===== src/rtl/mips_pkg.sv =====
// Shared fetch-stage definitions: sequencer state encoding and default vectors.
package mips_pkg;

  localparam int unsigned DATA_SIZE_DEF    = 32;
  localparam logic [31:0] RESET_VECTOR_DEF = 32'h0000_0000;
  localparam logic [31:0] EXC_VECTOR_DEF   = 32'h8000_0180;
  localparam int unsigned TIMEOUT_DEF      = 16;

  typedef enum logic [1:0] {
    RESET_HOLD    = 2'd0,
    RUN           = 2'd1,
    REDIRECT_WAIT = 2'd2
  } seq_state_e;

endpackage


===== src/rtl/pc_sequencer_redirect_select.sv =====
// Priority mux for PC redirects: exception beats branch, branch beats jump.
module redirect_select #(
  parameter int unsigned           DATA_SIZE  = 32,
  parameter logic [DATA_SIZE-1:0]  EXC_VECTOR = 32'h8000_0180
) (
  input  logic                 exception,
  input  logic                 branch_taken,
  input  logic [DATA_SIZE-1:0] branch_target,
  input  logic                 jump,
  input  logic [DATA_SIZE-1:0] jump_target,
  output logic                 valid,
  output logic [DATA_SIZE-1:0] target,
  output logic                 is_exc
);

  always_comb begin
    valid  = exception | branch_taken | jump;
    is_exc = exception;
    if (exception)         target = EXC_VECTOR;
    else if (branch_taken) target = branch_target;
    else                   target = jump_target;
  end

endmodule


===== src/rtl/pc_sequencer.sv =====
// Fetch-stage PC sequencer: picks the next PC, handshakes with instruction
// memory and parks redirects that arrive while a fetch is outstanding.
//
// state         | meaning
// RESET_HOLD    | one cycle after reset, PC forced to reset_vector
// RUN           | normal fetch: sequential, stall or immediate redirect
// REDIRECT_WAIT | redirect parked until instruction memory answers
module pc_sequencer
  import mips_pkg::*;
#(
  parameter int unsigned           data_size      = DATA_SIZE_DEF,
  parameter logic [data_size-1:0]  reset_vector   = RESET_VECTOR_DEF,
  parameter logic [data_size-1:0]  exc_vector     = EXC_VECTOR_DEF,
  parameter int unsigned           timeout_cycles = TIMEOUT_DEF
) (
  input  logic                 clk,
  input  logic                 reset,
  input  logic [data_size-1:0] pc_cur,
  input  logic                 hazard_stall,
  input  logic                 branch_taken,
  input  logic [data_size-1:0] branch_target,
  input  logic                 jump,
  input  logic [data_size-1:0] jump_target,
  input  logic                 exception,
  input  logic                 imem_ready,
  output logic                 imem_req,
  output logic [data_size-1:0] pc_next,
  output logic                 pc_hold,
  output logic                 flush_if_id,
  output logic                 imem_timeout
);

  localparam int unsigned        CW      = $clog2(timeout_cycles + 1);
  localparam logic [CW-1:0]      TO_LAST = CW'(timeout_cycles - 1);

  seq_state_e           state_q, state_d;
  logic [data_size-1:0] pend_target_q, pend_target_d;
  logic                 pend_exc_q, pend_exc_d;
  logic [CW-1:0]        cnt_q, cnt_d;

  logic                 live_valid, live_is_exc;
  logic [data_size-1:0] live_target;
  logic                 pend_valid, pend_is_exc;
  logic [data_size-1:0] pend_target;
  logic                 take_live, timeout_hit;
  logic [data_size-1:0] merged_target;
  logic                 merged_exc;

  redirect_select #(.DATA_SIZE(data_size), .EXC_VECTOR(exc_vector)) u_live_sel (
    .exception     (exception),
    .branch_taken  (branch_taken),
    .branch_target (branch_target),
    .jump          (jump),
    .jump_target   (jump_target),
    .valid         (live_valid),
    .target        (live_target),
    .is_exc        (live_is_exc)
  );

  // The parked redirect re-enters the same mux so exception priority is shared.
  redirect_select #(.DATA_SIZE(data_size), .EXC_VECTOR(exc_vector)) u_pend_sel (
    .exception     (pend_exc_q),
    .branch_taken  (!pend_exc_q && (state_q == REDIRECT_WAIT)),
    .branch_target (pend_target_q),
    .jump          (1'b0),
    .jump_target   ('0),
    .valid         (pend_valid),
    .target        (pend_target),
    .is_exc        (pend_is_exc)
  );

  always_comb begin
    take_live     = live_valid && (live_is_exc || !pend_is_exc || !pend_valid);
    merged_target = take_live ? live_target : pend_target;
    merged_exc    = take_live ? live_is_exc : pend_is_exc;
    timeout_hit   = !imem_ready && (cnt_q == TO_LAST);
  end

  always_comb begin
    state_d       = state_q;
    pend_target_d = pend_target_q;
    pend_exc_d    = pend_exc_q;
    cnt_d         = cnt_q;
    imem_req      = 1'b0;
    pc_hold       = 1'b1;
    pc_next       = pc_cur;
    flush_if_id   = 1'b0;
    imem_timeout  = 1'b0;

    if (reset) begin
      state_d       = RESET_HOLD;
      pend_target_d = '0;
      pend_exc_d    = 1'b0;
      cnt_d         = '0;
      pc_next       = reset_vector;
    end else begin
      case (state_q)
        RESET_HOLD: begin
          pc_hold = 1'b0;
          pc_next = reset_vector;
          state_d = RUN;
        end
        RUN, REDIRECT_WAIT: begin
          imem_req = 1'b1;
          if (timeout_hit) begin
            imem_timeout  = 1'b1;
            pc_hold       = 1'b0;
            pc_next       = exc_vector;
            flush_if_id   = 1'b1;
            cnt_d         = '0;
            pend_target_d = '0;
            pend_exc_d    = 1'b0;
            state_d       = RUN;
          end else if (imem_ready) begin
            cnt_d = '0;
            if (state_q == REDIRECT_WAIT || live_valid) begin
              pc_hold       = 1'b0;
              pc_next       = (state_q == REDIRECT_WAIT) ? merged_target : live_target;
              flush_if_id   = 1'b1;
              pend_target_d = '0;
              pend_exc_d    = 1'b0;
              state_d       = RUN;
            end else if (!hazard_stall) begin
              pc_hold = 1'b0;
              pc_next = pc_cur + data_size'(4);
            end
          end else begin
            cnt_d = cnt_q + CW'(1);
            // Memory busy: park the winning redirect until the fetch returns.
            if (state_q == REDIRECT_WAIT || live_valid) begin
              pend_target_d = (state_q == REDIRECT_WAIT) ? merged_target : live_target;
              pend_exc_d    = (state_q == REDIRECT_WAIT) ? merged_exc : live_is_exc;
              state_d       = REDIRECT_WAIT;
            end
          end
        end
        default: state_d = RESET_HOLD;
      endcase
    end
  end

  always_ff @(posedge clk) begin
    if (reset) begin
      state_q       <= RESET_HOLD;
      pend_target_q <= '0;
      pend_exc_q    <= 1'b0;
      cnt_q         <= '0;
    end else begin
      state_q       <= state_d;
      pend_target_q <= pend_target_d;
      pend_exc_q    <= pend_exc_d;
      cnt_q         <= cnt_d;
    end
  end

endmodule


===== config.mk =====
export PLATFORM = sky130hd
export DESIGN_NAME = pc_sequencer
export DESIGN_NICKNAME = d
export VERILOG_FILES = /design/src/rtl/mips_pkg.sv /design/src/rtl/pc_sequencer_redirect_select.sv /design/src/rtl/pc_sequencer.sv
export SDC_FILE = /design/constraint.sdc
export NUM_CORES = 1
export LEC_CHECK = 0
export ABC_AREA = 1
export CAP_MARGIN = 20
export CORE_UTILIZATION = 31
export CTS_CLUSTER_DIAMETER = 200
export DETAILED_ROUTE_END_ITERATION = 10
export PLACE_DENSITY = 0.58
export SYNTH_ARGS = -nofsm -noshare
export SYNTH_HDL_FRONTEND = slang
export SYNTH_HIERARCHICAL = 1
export SYNTH_SLANG_ARGS = --single-unit

===== constraint.sdc =====
create_clock -name clk -period 3.3 [get_ports clk]
set_input_delay 0.33 -clock clk [delete_from_list [all_inputs] [get_ports clk]]
set_output_delay 0.33 -clock clk [all_outputs]
set_load 0.02 [all_outputs]

==> run metrics <==
Hold Crit Start=pend_target_q[18]; hold-fix buffers at CTS=0; clock root buffer=clkbuf_16; detailed-route via count=~6700; Mapped Cells=1071; drt wl/cell=between 10 and 15 um; drc violations=0; I/O pin cnt=139; crit path max fanout=21; worst skew pair latency=roughly 290 ps; Tcrit/Tclk final=roughly 93%; max cap viols=0; Via density=about 4.6; Die Area=between 15000 and 20000 um2; leading post-synthesis cells by cell area=nand2_1 19%, dfxtp_1 14%, inv_1 10%; cell taking the most area after synthesis=nand2_1; total CTS buffers=5; Area Overhead vs Synth=32.8%; Worst setup SP type=register; number of synthesized register bits=40; Synth top area share=a little under a fifth; Internal=approximately 1.3 mW; Clock power frac=between 20% and 30%; combinational power share=between 50 and 60%; largest net degree at the start of global routing=63; number of flops mapped to enable cells by yosys=0; Worst EP arrival=between 2000 and 3000 ps; Starting Density=a little under a third; Clock Skew=roughly 7 ps; die height=approximately 140 um; RD Place Congestion=approximately 0.92; mapped cell area=roughly 5700 um2; worst path required time=a little under 3000 ps; fin. max-slew vios=0; DR iter-0 viols=370; H-tree levels=2; final worst setup slack=around 220 ps; Psw=0.927 mW; Core Box Area=around 18000 um2; unrepaired setup endpoints after global routing=no; layout net count=1336; total power=~2.2 mW; Power Density=between 200 and 300 nW/um2; Max Clk Rate=about 320 MHz; global-route wire length before repair=~30000 um; CTS sink count=40; Inserted Diodes=0; Rows=between 40 and 50; sequential power share=around 24%; crit-path cells=inv_1 > ha_1 > inv_1 > nor2_4 > nor2_1 > nand2_1 > nand3_1 > nand2_1 > nand2_2 > buf_4 > o21ai_0 > buf_4 > o21ai_0 > a21oi_1 > nor2_1 > dlygate4sd2_1; worst r2r src=cnt_q[0]; slowest cell on the critical path=dfxtp_1; post-synthesis async set-or-reset flop share=0%; Slew HR=51.3%; slowest cell delay on critical path=around 350 ps; Crit Path Category=register to output port; outcome=complete, no violations; Setup Total Neg Slack=0 ps; share of cells above drive strength 1=between 10 and 15%; All-Layer GR Usage=between 20% and 30%; Crit path max-delay family=buffers and inverters; dpl hpwl=14400 um; Worst-path clk slew=around 60 ps; CTS tree=yes; initial antenna violation count=0; GR Overflow Total=0; Worst VDD drop=roughly 0.24 mV; Die Span X=approximately 140 um; Top FF cell, synth=dfxtp_1; Avg Synthesized Cell Area=~5.3 um2; DRT Wirelength=roughly 19000 um; fin crit period=about 3100 ps; worst path bufs/invs=5; worst slack, placed=approximately 160 ps; critical path launch point=state_q[0]; number of distinct library cells after synthesis=38; Post-DRT Antenna Nets=0; Fin. Hold Viols=0; vias in the first global route=just over 6000; most common cell after layout, fill and taps aside=nand2_1; Worst-Margin Slew=729 ps; Longest Clk Path Bufs=2; # setup viols final=0; register area share after synthesis=between 10 and 15%; LEAKAGE=roughly 3.8 nW; CP Capture Type=output port; PortBufs=138; switch share=42.1%; HP Class=register to register; Warnings, synthesis=6; commonest non-fill, non-tap cells in the layout=284 x nand2_1, 158 x inv_1, 109 x nor2_1, 104 x clkdlybuf4s50_1, 100 x o21ai_0; DRT Pass-1 Iters=5
power groups by stage:
stage	Sequential, mW	Combinational [mW]	Clock [mW]
2_1_floorplan	0.542	0.762	0
3_3_place_gp	0.546	1.18	0
3_5_place_dp	0.546	1.18	0
4_1_cts	0.536	1.17	0.515
5_1_grt	0.541	1.29	0.535
6_report	0.536	1.16	0.505
layer usage:
| layer | global-route usage, % | up-vias | share of wire, % |
|---|---|---|---|
| met5 | 0 | - | 0 |
| met2 | 36.0 | 133 | 48 |
| met4 | 2.66 | 0 | 0.72 |
| met3 | 2.13 | 10 | 4.5 |
| li1 | - | 3586 | - |
| met1 | 26.2 | 2978 | 47 |
kinds of logic (layout without fill, tap and decap cells):
| family | count (synthesis) | after routing | synth area share [%] |
|---|---|---|---|
| AOI/OAI and AO/OA | 194 | 194 | 18.1 |
| xor gates and xnor gates | 4 | 4 | 0.613 |
| adders and majority gates | 6 | 6 | 1.31 |
| buffers and inverters | 226 | 351 | 17.7 |
| DFF | 40 | 40 | 14.0 |
| muxes | 2 | 2 | 0.394 |
| other | 1 | 33 | 0.0657 |
| and+or+nand+nor | 598 | 598 | 47.8 |
flip-flops by register name, summed over array words and instances, names as in the netlist:
name	cells
pend_exc_q	1
pend_target_q	32
cnt_q	5
state_q	2
synth_stat cells, types with 7 or more instances:
| cell type | count |
|---|---|
| buf_2 | 11 |
| dfxtp_1 | 40 |
| inv_1 | 158 |
| nor3_1 | 7 |
| or2_0 | 8 |
| nor2_1 | 110 |
| a21oi_2 | 11 |
| nand3_1 | 58 |
| buf_6 | 12 |
| nor2_2 | 57 |
| a21oi_1 | 66 |
| or2_1 | 11 |
| o21ai_0 | 105 |
| nand2_2 | 38 |
| or2_2 | 8 |
| inv_2 | 9 |
| nand2_1 | 284 |
| nand4_1 | 9 |
| clkbuf_1 | 22 |
layout make-up:
| type | count | area (um2) |
|---|---|---|
| Clock buffer | 8 | 146 |
| Fill cell | 2021 | 10400 |
| Inverter | 170 | 643 |
| Multi-Input combinational cell | 837 | 4030 |
| Sequential cell | 40 | 801 |
| Tap cell | 229 | 287 |
| Timing Repair Buffer | 173 | 1680 |
metrics by stage:
| stage | instance area (um2) | cells | hold WS [ps] | util, % |
|---|---|---|---|---|
| after floorplan | 5830 | 1103 | 444 | - |
| after global placement | 7420 | 1449 | 453 | 41.1 |
| after detailed placement | 7420 | 1449 | 455 | 41.1 |
| after CTS | 7540 | 1457 | 464 | 41.9 |
| after global routing | 7580 | 1457 | 481 | 42.1 |
| final | 7580 | 1457 | 462 | 42.1 |
worst paths after layout:
kind	endpoint	slack [ps]	cells past startpoint
worst max register to register	pend_target_q[15]	940	12
worst min-delay path	pend_target_q[18]	460	2
worst min register to register	pend_target_q[18]	460	2
worst max-delay path	pc_next[22]	220	16
tightest hold or removal path: stages (launching register included):
cell,delay [ps]
dfxtp_1,310
nand2_1,60
a21oi_1,50
timing repair:
action / in CTS / in global routing
pin swaps: 0 / 0
resized for setup: 19 / 23
cloned: 0 / 0
setup endpoints to repair: 17 / 21
setup buffers: 0 / 0
No activity file was read; power rests on OpenSTA's default activity.
